===== src/rtl/multicycle_alu.sv =====
// multicycle_alu: registered ALU with a start/busy/done handshake and an optional iterative multiply.
// Build macro: define MULTALU_MUL_EN to compile in the MUL state and the unsigned multiply (opcode 1000).
module multicycle_alu #(
   parameter int WIDTH = 32,
   parameter int SHW   = $clog2(WIDTH)
) (
   input  logic             clk,
   input  logic             reset,
   input  logic             start,
   input  logic [3:0]       alu_op,
   input  logic [WIDTH-1:0] a,
   input  logic [WIDTH-1:0] b,
   output logic [WIDTH-1:0] result,
   output logic [WIDTH-1:0] result_hi,
   output logic             zero,
   output logic             busy,
   output logic             done
);

   localparam logic [3:0] OP_ADD   = 4'b0000;
   localparam logic [3:0] OP_SUB   = 4'b0010;
   localparam logic [3:0] OP_SLT   = 4'b1010;
   localparam logic [3:0] OP_AND   = 4'b0100;
   localparam logic [3:0] OP_OR    = 4'b0101;
   localparam logic [3:0] OP_XOR   = 4'b0110;
   localparam logic [3:0] OP_NOR   = 4'b0111;
   localparam logic [3:0] OP_SLL   = 4'b1100;
   localparam logic [3:0] OP_SRL   = 4'b1101;
   localparam logic [3:0] OP_SRA   = 4'b1110;
`ifdef MULTALU_MUL_EN
   localparam logic [3:0] OP_MULTU = 4'b1000;
`endif

   logic [WIDTH-1:0] diff;
   logic [WIDTH-1:0] alu_lo;
   logic [SHW-1:0]   shamt;
   logic [WIDTH-1:0] result_next;
   logic [WIDTH-1:0] result_hi_next;
   logic             zero_next;
   logic             done_next;

   assign shamt = b[SHW-1:0];
   assign diff  = a - b;

   // Single-cycle datapath; undefined opcodes (and multu when disabled) yield zero
   always_comb begin
      alu_lo = {WIDTH{1'b0}};
      case (alu_op)
         OP_ADD:  alu_lo = a + b;
         OP_SUB:  alu_lo = diff;
         OP_SLT:  alu_lo = {{(WIDTH-1){1'b0}}, diff[WIDTH-1]};
         OP_AND:  alu_lo = a & b;
         OP_OR:   alu_lo = a | b;
         OP_XOR:  alu_lo = a ^ b;
         OP_NOR:  alu_lo = ~(a | b);
         OP_SLL:  alu_lo = a << shamt;
         OP_SRL:  alu_lo = a >> shamt;
         OP_SRA:  alu_lo = $unsigned($signed(a) >>> shamt);
         default: alu_lo = {WIDTH{1'b0}};
      endcase
   end

`ifdef MULTALU_MUL_EN
   typedef enum logic {IDLE = 1'b0, MUL = 1'b1} state_t;

   localparam int            CW         = SHW + 1;
   localparam logic [CW-1:0] COUNT_INIT = CW'(WIDTH);
   localparam logic [CW-1:0] COUNT_LAST = CW'(1);

   state_t             state;
   state_t             state_next;
   logic [CW-1:0]      count;
   logic [CW-1:0]      count_next;
   logic [WIDTH-1:0]   mcand;
   logic [WIDTH-1:0]   mcand_next;
   logic [2*WIDTH-1:0] prod;
   logic [2*WIDTH-1:0] prod_next;
   logic [2*WIDTH-1:0] step;
   logic [WIDTH:0]     partial;

   // Shift-add step: upper half accumulates, lower half shifts the multiplier out
   always_comb begin
      if (prod[0]) begin
         partial = {1'b0, prod[2*WIDTH-1:WIDTH]} + {1'b0, mcand};
      end else begin
         partial = {1'b0, prod[2*WIDTH-1:WIDTH]};
      end
      step = {partial, prod[WIDTH-1:1]};
   end

   // Next-state and next-output logic
   always_comb begin
      state_next     = state;
      count_next     = count;
      mcand_next     = mcand;
      prod_next      = prod;
      result_next    = result;
      result_hi_next = result_hi;
      zero_next      = zero;
      done_next      = 1'b0;
      case (state)
         IDLE: begin
            if (start) begin
               if (alu_op == OP_MULTU) begin
                  state_next = MUL;
                  count_next = COUNT_INIT;
                  mcand_next = a;
                  prod_next  = {{WIDTH{1'b0}}, b};
               end else begin
                  result_next    = alu_lo;
                  result_hi_next = {WIDTH{1'b0}};
                  zero_next      = (alu_lo == {WIDTH{1'b0}});
                  done_next      = 1'b1;
               end
            end else begin
               state_next = IDLE;
            end
         end
         MUL: begin
            prod_next  = step;
            count_next = count - COUNT_LAST;
            if (count == COUNT_LAST) begin
               state_next     = IDLE;
               result_next    = step[WIDTH-1:0];
               result_hi_next = step[2*WIDTH-1:WIDTH];
               zero_next      = (step[WIDTH-1:0] == {WIDTH{1'b0}});
               done_next      = 1'b1;
            end else begin
               state_next = MUL;
            end
         end
         default: begin
            state_next = IDLE;
            count_next = {CW{1'b0}};
         end
      endcase
   end

   // Multiplier state registers; reset discards any partial product
   always_ff @(posedge clk or posedge reset) begin
      if (reset) begin
         state <= IDLE;
         count <= {CW{1'b0}};
         mcand <= {WIDTH{1'b0}};
         prod  <= {(2*WIDTH){1'b0}};
      end else begin
         state <= state_next;
         count <= count_next;
         mcand <= mcand_next;
         prod  <= prod_next;
      end
   end

   assign busy = (state == MUL);
`else
   // Next-output logic when only single-cycle operations exist
   always_comb begin
      result_next    = result;
      result_hi_next = result_hi;
      zero_next      = zero;
      done_next      = 1'b0;
      if (start) begin
         result_next    = alu_lo;
         result_hi_next = {WIDTH{1'b0}};
         zero_next      = (alu_lo == {WIDTH{1'b0}});
         done_next      = 1'b1;
      end else begin
         done_next = 1'b0;
      end
   end

   assign busy = 1'b0;
`endif

   // Output registers
   always_ff @(posedge clk or posedge reset) begin
      if (reset) begin
         result    <= {WIDTH{1'b0}};
         result_hi <= {WIDTH{1'b0}};
         zero      <= 1'b1;
         done      <= 1'b0;
      end else begin
         result    <= result_next;
         result_hi <= result_hi_next;
         zero      <= zero_next;
         done      <= done_next;
      end
   end

endmodule


===== config.mk =====
export PLATFORM = sky130hd
export DESIGN_NAME = multicycle_alu
export DESIGN_NICKNAME = d
export VERILOG_FILES = /design/src/rtl/multicycle_alu.sv
export SDC_FILE = /design/constraint.sdc
export NUM_CORES = 1
export LEC_CHECK = 0
export CORE_UTILIZATION = 55
export DETAILED_ROUTE_END_ITERATION = 10
export DONT_BUFFER_PORTS = 1
export PLACE_DENSITY_LB_ADDON = 0.12
export SLEW_MARGIN = 20
export SYNTH_ARGS = -nofsm -noshare
export SYNTH_HDL_FRONTEND = slang
export SYNTH_SLANG_ARGS = --single-unit

===== constraint.sdc =====
create_clock -name clk -period 1.35 [get_ports clk]
set_input_delay 0.135 -clock clk [delete_from_list [all_inputs] [get_ports clk]]
set_output_delay 0.135 -clock clk [all_outputs]
set_load 0.05 [all_outputs]

==> results of run 1 <==
[synth_stat cells (38+ instances only)]
library cell / number / area share [%]
mux2i_1: 60 / 5.3
a211oi_1: 42 / 2.8
nand3_1: 39 / 1.7
mux4_2: 42 / 8.3
buf_4: 38 / 2.5
a21oi_1: 135 / 6.0
inv_1: 94 / 3.1
o21ai_0: 96 / 4.2
nand2_1: 133 / 4.4
nor2_1: 162 / 5.4
clkbuf_1: 59 / 2.0
ha_1: 101 / 11
[logic make-up after synthesis]
family                     share of synthesized area, %
and+or+nand+nor                                    20.4
xor gates and xnor gates                           1.23
other                                            0.0330
adders and majority gates                          11.5
AOI/OAI and AO/OA                                  32.5
DFF                                                7.51
buffers and inverters                              10.4
muxes                                              16.5
[layer usage]
layer	GRT overflow	global-route usage, %
met3	0	51.5
met2	1	90.5
met4	2	67.9
met5	0	17.7
met1	0	76.9
[repair_timing]
| action | CTS |
|---|---|
| endpoints found under the hold margin | 64 |
| buffers inserted | 38 |
| hold buffers | 2 |
| cloned | 0 |
| resized for setup | 189 |
| pin swaps | 79 |
| endpoints found under the setup margin | 33 |
[stage by stage]
step,std cells,setup slack [ns]
3_3_place_gp,2215,-2.14
2_1_floorplan,1591,-1.74
3_5_place_dp,2215,-2.29
4_1_cts,2258,-1.79
==> results.yml, run 1 <==
placement:
  portBuffers: 0
  hpwl_um: 42900
  place_area_um2: 15100
  place_congestion: 1.09
sta:
  worstEpCategory: "register data pin"
  worst_endpoint: "zero$_DFFE_PP1P_/D"
die:
  initial_core_util_pct: 56.1
  die_w_um: 146
  die_h_um: 146
  std_cell_rows: 52
  ios: 138
synthesis:
  synthArstFlopShare_pct: 100
  synth_edf_count: 0
  synth_warnings: 0
  ys_types: 103
  synth.yosys.seq_area_share_pct: 7.51
  syn_inst: 1559
  syn-cell-area_um2: 11300
  ys_ff_latch: 34
  postSynthAreaPerCell_um2: 7.28
  ys.flop_type: "dfrtp_1"
clocking:
  numCtsBuffers: 5
  ctsHtreeMaxLevel: 2
  clockBufferDepth: 2
  root_buffer: "clkbuf_16"
  cts_sinks: 34
global_routing:
  antenna_found_initial: 11
  track_usage_pct: 72.3
  grt_max_degree: 89
  grt.overflow.total: 3
status:
  error: "[ERROR GRT-0232] Routing congestion too high. Check the congestion heatmap in the GUI."
  status: "aborted with a tool error"
  failing_step: "global routing"
==> inputs of run 2 (changes only) <==
Settings changed: CORE_UTILIZATION 55 to 40, PLACE_DENSITY_LB_ADDON 0.12 to 0.15.
==> results.yml, run 2 <==
status:
  status: "finished, violations left"
  violations: "negative setup slack"
die:
  std_cell_rows: 61
  dieArea_um2: 29100
  die_w_um: 170
  die_h_um: 170
  ios: 138
  core-area_um2: 27900
  initial_core_util_pct: 40.7
synthesis:
  netlist_top_cells_count: "162 x nor2_1, 135 x a21oi_1, 133 x nand2_1"
  synth_edf_count: 0
  synth.yosys.seq_area_share_pct: 7.51
  yosysMostFrequentCell: "nor2_1"
  synth_warnings: 0
  syn_inst: 1559
  ys_types: 103
  postSynthAreaPerCell_um2: 7.28
  synthArstFlopShare_pct: 100
  ys.flop_type: "dfrtp_1"
  ys_ff_latch: 34
  syn-cell-area_um2: 11300
  synth_top_area_share_pct: 11.1
  synthTopCellsByArea: "ha_1 11%, mux4_2 8.3%, dfrtp_1 7.3%"
  yosys.area.top_type: "ha_1"
detailed_routing:
  routed_wl_um: 58500
  final_antenna_net_count: 0
  drc: 0
  dr.pass1.iters: 6
  drtIter0Drc: 1368
  drt-wirelength-per-cell_um: 24.4
  vias_per_cell: 6.15
  vias: 14700
final_layout:
  final_common_cell: "buf_4"
  post-route-util_pct: 61.9
  regMostFlops: "result"
  fin_area_um2: 17200
  largestRegisters: "result x32, done x1, zero x1"
  final_cell_mix: "514 x buf_4, 157 x nor2_1, 126 x nand2_1"
  antenna_cells: 0
  area_delta_synth_final_pct: 51.9
  nNetsFinal: 2187
  largest_reg_flops: 32
  drive_gt1_share_pct: 43.3
sta:
  finalCritPeriodShare_pct: 223
  slew_headroom_pct: 50.2
  layout_setup_ws_ns: -1.66
  fin_skew_ns: 0
  slew_violations: 0
  max_clock_freq_mhz: 333
  hold_violations: 0
  rsz0062_at_grt: "yes"
  setup_viol: 33
  whs_ns: 0.0109
  fin_crit_ns: 3.01
  tightest_slew_ns: 0.746
pwr:
  p_per_area_nw_per_um2: 619
  vdd_drop_max_mv: 0.514
  power.leakage_nw: 7.60
  power.total_mw: 10.7
placement:
  pre_cts_slack_ns: -2.12
  portBuffers: 0
  hpwl_um: 46700
  place_congestion: 1.01
  place_area_um2: 15400
flow_run:
  max-cap-violations: 0
clocking:
  cts_sinks: 34
  worstSkewPairLatency_ns: 0.28
  numCtsBuffers: 5
  ctsHtreeMaxLevel: 2
  clk_pin_slew_ns: 0.06
  root_buffer: "clkbuf_16"
  clockBufferDepth: 2
  tritoncts: "done"
worst_hold_path:
  hold_class: "input port to register"
worst_setup_path:
  endpoint_kind: "register"
  cp.arrival_ns: 3.22
  crit_path_start_kind: "input port"
  path_class: "input port to register"
  critPathRequiredTime_ns: 1.57
  crit_fanout: 63
global_routing:
  first_global_vias: 14100
  antenna_found_initial: 0
  track_usage_pct: 39.9
  grt_first_pass_wirelength_um: 87000
  grt.overflow.total: 0
  grt_max_degree: 89
-- run 2: cell counts after synthesis --
No cell type changed its count.
-- run 2: power by group --
part | total (mW) | switching, mW | internal (mW)
Clock | 1.50 | 0.442 | 1.06
Sequential | 1.27 | 0.0960 | 1.17
Combinational | 7.89 | 4.31 | 3.58
-- run 2: final timing paths --
kind | slack, ns | start | endpoint | cells after the start
worst max-delay path | -1.66 | b[1] | zero | 16
worst min-delay path | 0.01 | start | result[9] | 2
worst max register to register | 0.52 | zero | zero | 2
worst min register to register | 0.50 | result[12] | result[12] | 1
max in group asynchronous | 0.61 | reset | zero | 3
min in group asynchronous | 0.40 | reset | result[12] | 3
-- run 2: worst max-delay path: stages --
cell	delay, ns
clkinvlp_4	0.10
buf_6	0.14
ha_4	0.23
a211oi_4	0.26
o21a_1	0.23
o21ai_2	0.12
a221oi_2	0.23
buf_4	0.18
o41ai_4	0.07
buf_4	0.16
a31o_1	0.23
or4_1	0.42
o2111ai_2	0.11
a21oi_1	0.08
or2_1	0.27
a41o_1	0.24
-- run 2: timing repair --
item,4_1_cts,5_1_grt
hold endpoints to repair,64,0
setup endpoints to repair,33,33
gates resized for setup,183,103
gates cloned,0,0
hold buffers,2,0
pin swaps,77,84
setup buffers,43,33
-- run 2: per-layer routing --
| layer | track usage (%) | share of wire, % | wire length [um] |
|---|---|---|---|
| met5 | 0 | 0 | 0 |
| met4 | 17.9 | 5.4 | 3160 |
| met3 | 5.86 | 7.7 | 4520 |
| met2 | 65.3 | 46 | 26800 |
| met1 | 51.7 | 41 | 24000 |
-- run 2: final cells by class --
type	instances	area, um2
Tap cell	378	473
Clock buffer	5	125
Clock inverter	3	68.8
Inverter	98	424
Multi-Input combinational cell	1310	10800
Timing Repair Buffer	564	4480
Fill cell	2585	10600
Sequential cell	34	852
-- run 2: per-stage QoR --
step / setup TNS [ns] / std cells
2_1_floorplan: -33.82 / 1591
3_3_place_gp: -44.22 / 2347
3_5_place_dp: -44.77 / 2347
4_1_cts: -31.42 / 2390
5_1_grt: -33.45 / 2392
6_report: -31.51 / 2392
-- run 2: kinds of logic (layout without fill, tap and decap cells) --
group / count (synthesis) / after routing / synth area share, %
AOI/OAI and AO/OA: 542 / 542 / 32.5
and+or+nand+nor: 489 / 489 / 20.4
buffers and inverters: 247 / 670 / 10.4
muxes: 127 / 127 / 16.5
adders and majority gates: 103 / 103 / 11.5
DFF: 34 / 34 / 7.51
xor gates and xnor gates: 16 / 16 / 1.23
other: 1 / 33 / 0.0330
Note: power is estimated with default switching activity, not from simulation.
